$ cat config.mk
export PLATFORM = sky130hd
export DESIGN_NAME = scan_mux
export DESIGN_NICKNAME = d
export VERILOG_FILES = /design/src/rtl/scan_mux.sv
export SDC_FILE = /design/constraint.sdc
export NUM_CORES = 1
export LEC_CHECK = 0
export CAP_MARGIN = 20
export CORE_MARGIN = 4
export CORE_UTILIZATION = 44
export CTS_BUF_LIST = sky130_fd_sc_hd__clkbuf_2
export DETAILED_ROUTE_END_ITERATION = 10
export HOLD_SLACK_MARGIN = 0.06
export PLACE_DENSITY = 0.76
export SYNTH_ARGS = -nofsm -noshare
export SYNTH_HDL_FRONTEND = slang
export SYNTH_SLANG_ARGS = --single-unit
$ cat constraint.sdc
create_clock -name clk -period 1.5 [get_ports clk]
set_input_delay 0.45 -clock clk [delete_from_list [all_inputs] [get_ports clk]]
set_output_delay 0.45 -clock clk [all_outputs]
set_load 0.01 [all_outputs]
$ cat src/rtl/scan_mux.sv
// scan_mux: registered N:1 channel selector with manual and scan modes.
// In manual mode an external select picks the channel; in scan mode a dwell
// counter steps through every channel in turn and pulses wrap on return to 0.
module scan_mux #(
    parameter int WIDTH    = 4,
    parameter int CHANNELS = 4,
    parameter int SELW     = 2,
    parameter int DWELL    = 16
) (
    input  logic                        clk,
    input  logic                        rst,
    input  logic [CHANNELS*WIDTH-1:0]   din,
    input  logic                        mode,
    input  logic [SELW-1:0]             sel_in,
    input  logic                        hold,
    output logic [WIDTH-1:0]            y,
    output logic                        y_valid,
    output logic [SELW-1:0]             cur_sel,
    output logic                        wrap
);

    localparam int CW = (DWELL > 1) ? $clog2(DWELL) : 1;
    localparam logic [SELW-1:0] LAST_CH   = SELW'(CHANNELS - 1);
    localparam logic [CW-1:0]   LAST_DWELL = CW'(DWELL - 1);

    typedef enum logic [1:0] {
        IDLE,
        MANUAL,
        SCAN
    } state_t;

    state_t          state;
    logic [CW-1:0]   dwell_cnt;
    logic [SELW-1:0] sel_eff;

    // Explicit compare-based mux so a select outside the channel range can never
    // reach a nonexistent slice of din.
    function automatic logic [WIDTH-1:0] pick(input logic [CHANNELS*WIDTH-1:0] bus,
                                              input logic [SELW-1:0] s);
        logic [WIDTH-1:0] r;
        r = '0;
        for (int i = 0; i < CHANNELS; i++) begin
            if (s == SELW'(i)) begin
                r = bus[i*WIDTH +: WIDTH];
            end
        end
        return r;
    endfunction

    // Clamp out-of-range manual selects to the highest channel.
    always_comb begin
        sel_eff = sel_in;
        if (int'(sel_in) >= CHANNELS) begin
            sel_eff = LAST_CH;
        end
    end

    // Mode FSM, dwell counter and registered outputs.
    always_ff @(posedge clk or posedge rst) begin
        if (rst) begin
            state     <= IDLE;
            dwell_cnt <= '0;
            cur_sel   <= '0;
            y         <= '0;
            y_valid   <= 1'b0;
            wrap      <= 1'b0;
        end else begin
            case (state)
                IDLE: begin
                    // Outputs are left as reset; only the mode is latched here.
                    state     <= mode ? SCAN : MANUAL;
                    dwell_cnt <= '0;
                    wrap      <= 1'b0;
                end

                MANUAL: begin
                    dwell_cnt <= '0;
                    wrap      <= 1'b0;
                    if (!mode) begin
                        cur_sel <= sel_eff;
                        y       <= pick(din, sel_eff);
                        y_valid <= 1'b1;
                    end else begin
                        // Entering scan: keep the current channel, restart its dwell.
                        state   <= SCAN;
                        y       <= pick(din, cur_sel);
                        y_valid <= 1'b0;
                    end
                end

                SCAN: begin
                    if (mode) begin
                        y       <= pick(din, cur_sel);
                        y_valid <= 1'b1;
                        wrap    <= 1'b0;
                        if (!hold) begin
                            if (dwell_cnt == LAST_DWELL) begin
                                dwell_cnt <= '0;
                                if (cur_sel == LAST_CH) begin
                                    cur_sel <= '0;
                                    wrap    <= 1'b1;
                                end else begin
                                    cur_sel <= cur_sel + 1'b1;
                                end
                            end else begin
                                dwell_cnt <= dwell_cnt + 1'b1;
                            end
                        end
                    end else begin
                        // Leaving scan: manual rules take effect on this same edge.
                        state     <= MANUAL;
                        dwell_cnt <= '0;
                        wrap      <= 1'b0;
                        cur_sel   <= sel_eff;
                        y         <= pick(din, sel_eff);
                        y_valid   <= 1'b0;
                    end
                end

                default: begin
                    state     <= IDLE;
                    dwell_cnt <= '0;
                    wrap      <= 1'b0;
                    y_valid   <= 1'b0;
                end
            endcase
        end
    end

endmodule

* Word level (Yosys, flattened, before mapping) *
Cells that the tools add are included.

operators by class
  multiply operators = 0
  $lt $le $gt $ge = 0
  div/mod/pow operators = 0
  shifts and indexed selects = 0
  muxes and demuxes = 31
  bitwise operators = 0
  reduce and logical (&&, ||, !) cells = 7
  eq/ne operators = 14
  add/sub/neg operators = 2

operator list
  kind                                                                    count
  4-bit 2-to-1 mux                                                        13
  2-bit 2-to-1 mux                                                        8
  2-bit equality test (second input constant)                             5
  1-bit 2-to-1 mux                                                        7
  2-bit by 1-bit equality test with 1-bit output (second input constant)  3
  2-bit zero test                                                         3
  2-bit inequality test (second input constant)                           3
  3-bit inequality test (second input constant)                           2
  2-bit case mux with 3 select lines                                      1
  4-bit by 1-bit adder with 4-bit output (second input constant)          1
  4-bit equality test (second input constant)                             1
  2-bit case mux with 2 select lines                                      1
  4-bit AND reduction                                                     1
  1-bit case mux with 3 select lines                                      1
  2-bit by 1-bit adder with 2-bit output (second input constant)          1
  2-bit AND reduction                                                     1
  2-bit nonzero test                                                      1
  2-bit OR reduction                                                      1

word-level totals
  bits in latches = 0
  memories kept = 0
  ROM bits = 0
  memory bits (writable) = 0
  word-level logic and storage cells = 60
  flip-flop bits (word level) = 14

* Logic depth before layout (Yosys ltp) *
  depth after elaboration = 6
  mapped depth = 6
  gate-level depth less buffers = 5

* Worst setup path before layout *
Ideal clock, no wire load.

  kind = register to register
  from = register cur_sel[0]
  to = register y[0]
  buffers on the path = 0
  arrival = 1,312 ps
  stages on the path, launching flop included = 6
  period minus slack after synthesis = 1,438 ps
  library setup time = 126 ps
  slack = 62 ps
  required time = 1,374 ps
  path through = dfrtp_1 inv_1 ha_1 or2_2 a221oi_1 o21ai_1

on the way
  word-level cells in the longest chain between the ends = 6

ends and longest elaborated chain
  item                           line  source
  start: declaration             18    output logic [SELW-1:0] cur_sel,
  start signal: assignment       80    cur_sel <= sel_eff;
  start signal: assignment       103   cur_sel <= cur_sel + 1'b1;
  start signal: assignment       114   cur_sel <= sel_eff;
  2-bit zero test                43    if (s == SELW'(i)) begin
  4-bit 2-to-1 mux (3 in a row)  43
  4-bit 2-to-1 mux *             43
  4-bit 2-to-1 mux *             92    if (mode) begin
  end signal: assignment         86    y <= pick(din, cur_sel);
  end signal: assignment         93    y <= pick(din, cur_sel);
  end signal: assignment         115   y <= pick(din, sel_eff);
  end: declaration               16    output logic [WIDTH-1:0] y,

Mark *: on every way between the ends. The rest lies on a longest branch, timed or not.
A chain may end at the register's enable or synchronous reset.

* Worst setup path after layout *
  from = register cur_sel[0]
  to = register y[2]

Same word-level chain as after synthesis.

==> impl_metrics.tcl <==
set metrics [dict create \
    clock-skew-final_ns 0.00112 \
    syn_area_per_cell_um2 9.79 \
    dpl.hpwl_um 2320 \
    routed_via_density 5.85 \
    synth_edf_count 0 \
    fillerInstances 161 \
    wl_per_cell_um 16.8 \
    drtPass1Iterations 4 \
    yosysWarnings 0 \
    max-vdd-ir-drop_mv 1.03 \
    grt_pass1_wl_um 5010 \
    violations "setup timing" \
    clk_pin_slew_ns 0.13 \
    placementRows 17 \
    clockBufferDepth 2 \
    cp.required_ns 1.68 \
    critPathLaunch "cur_sel[0]$_DFFE_PP0P_" \
    grt_usage_pct 20.5 \
    async_flop_share_pct 100 \
    min_period_ns 1.52 \
    timing.slew.headroom_pct 80.3 \
    die_x_um 56.1 \
    drt-initial-drc-count 26 \
    grt_pass1_vias 1074 \
    ios 30 \
    r2r_start "cur_sel[0]$_DFFE_PP0P_" \
    n_antenna_cell 0 \
    io_buffers 29 \
    worstSetupPathType "flip-flop to flip-flop" \
    synth-main-ff-cell "dfrtp_1" \
    cp_max_fo 4 \
    cts_hold_buf 0 \
    syn2layout_area_growth_pct 53.7 \
    cts_buffers 3 \
    finalHoldViolCount 0 \
    synth_area_leaders "dfrtp_1, ha_1, mux4_2" \
    synth.top_cell.area_share_pct 34.4 \
    grt-ovfl-total 0 \
    power.density_nw_per_um2 1580 \
    maxCapViolations 0 \
    min-delay-path-class "input port to asynchronous set/reset pin" \
    drc_errors 0 \
    final_antenna_net_count 0 \
    end_kind "flip-flop" \
    ys_types 30 \
    gp_congestion 0.778 \
    routed_wl_um 3070 \
    status "finished with violations" \
    final_util_pct 70.8 \
    synthesis.nets 134 \
    clock-sinks 14 \
    synthTopCellsByCount "dfrtp_1, a21oi_1, nor2b_1" \
    fp.coreArea_um2 2210 \
    p_leak_uw 0.000681 \
    fp.dieH_um 56.1 \
    dieArea_um2 3150 \
    ys_ff_latch 14 \
    initial_core_util_pct 46.0 \
    tritoncts "yes" \
    antenna_found_initial 0 \
    stdcell_count 183 \
    drive_above_1_share_pct 27.1 \
    nets 186 \
    synth_most_common_cell "dfrtp_1" \
    fin_crit_sh_pct 101 \
    worstSetupStartpointType "flip-flop" \
    htreeDepth 1 \
    worstSkewPairLatency_ns 0.29 \
    arrival_ns 1.70 \
    drv_slew 0 \
    rsz0062_at_grt "true" \
    root_buffer "clkbuf_2" \
    post-route-worst-setup-slack_ns -0.0162 \
    grt_max_degree 10 \
    tns_ns -0.0162 \
    via_count 1070 \
    final-setup-viol-count 1 \
    netlist_area_um2 1020 \
    dp.cells 174 \
    fmax_ghz 0.660 \
    yosys.area.top_type "dfrtp_1" \
    synth-seq-area-share_pct 34.4 \
    tightest_slew_ns 0.295 \
    synthCells 104 \
]
layout by cell type (no fill, tap or decap), drive strengths merged, types with 4 or more instances in the layout:
cell type      count
nor2b              9
mux4               4
o21ai              9
a21oi             10
nand2              4
dfrtp             14
buf               21
ha                 8
a221oi             5
inv                7
dlygate4sd2        9
clkdlybuf4s50     19
o221ai             5
cell type report:
class | instances | area (µm²) | share of cell area, %
clock buffer | 3 | 15.0 | 0.959
clock inverter | 1 | 3.75 | 0.240
inverter | 7 | 26.3 | 1.68
multi-input combinational | 80 | 688 | 44.0
sequential | 14 | 350 | 22.4
tap | 28 | 35.0 | 2.24
timing repair buffer | 50 | 447 | 28.5
routing by layer:
metal  GRT usage (%)  part of all wire [%]  vias up
met1            22.2                    38      517
met4            5.42                   2.9        0
li1                -                     -      498
met3            6.03                   6.6       13
met2            38.2                    52       42
met5               0                     0        -
repair_timing:
| action | CTS | global route |
|---|---|---|
| setup buffers | 2 | 3 |
| hold endpoints to repair | 0 | 0 |
| setup endpoints to repair | 13 | 9 |
| gates resized for setup | 19 | 12 |
| pin swaps | 1 | 3 |
where the power goes:
part | switching (µW) | internal (µW) | total [µW]
registers | 68.1 | 501 | 569
logic | 872 | 848 | 1720
clock network | 127 | 57.8 | 185
total | 1070 | 1410 | 2470
cell families (layout without fill, tap and decap cells):
group / after synthesis / count (layout) / share of synthesized area (%)
compound gates: 36 / 36 / 23.7
xor+xnor: 1 / 1 / 0.860
fa+ha+maj: 8 / 8 / 9.83
buf+inv: 10 / 61 / 4.67
flops: 14 / 14 / 34.4
mux: 5 / 5 / 9.83
simple gates: 30 / 30 / 16.7
critical path: stages (launching register included):
cell and delay [ns]:
dfrtp_1 0.40, buf_6 0.12, inv_2 0.04, buf_4 0.12, ha_2 0.17, nor2b_4 0.15, a221oi_2 0.28, o21ai_1 0.13
sequential cells by signal, indices dropped and copies added, names as in the netlist:
signal / flops
cur_sel: 2
dwell_cnt: 4
state: 2
wrap: 1
y: 4
y_valid: 1
per-stage QoR:
stage	cell area (µm²)	worst slack (ns)	hold slack [ns]	total power [µW]
detailed placement	1440	-0.505	0.487	2040
finish	1570	-0.0162	0.409	2470
global placement	1440	-0.376	0.480	1960
CTS	1510	-0.00436	0.396	2320
global route	1570	-0.0742	0.391	2670
floorplan	1020	0.0620	0.339	1430
worst paths after layout:
path	cells after the start	end	slack, ns
worst max-delay path	7	y[2]$_DFFE_PP0P_	-0.02
worst min-delay path	3	dwell_cnt[0]$_DFFE_PP0P_	0.41
worst max register to register	7	y[2]$_DFFE_PP0P_	-0.02
worst min register to register	2	y_valid$_DFFE_PP0P_	0.50
max in group asynchronous	3	y[0]$_DFFE_PP0P_	0.94
min in group clk	2	y_valid$_DFFE_PP0P_	0.50
(Power assumes the default switching activity.)
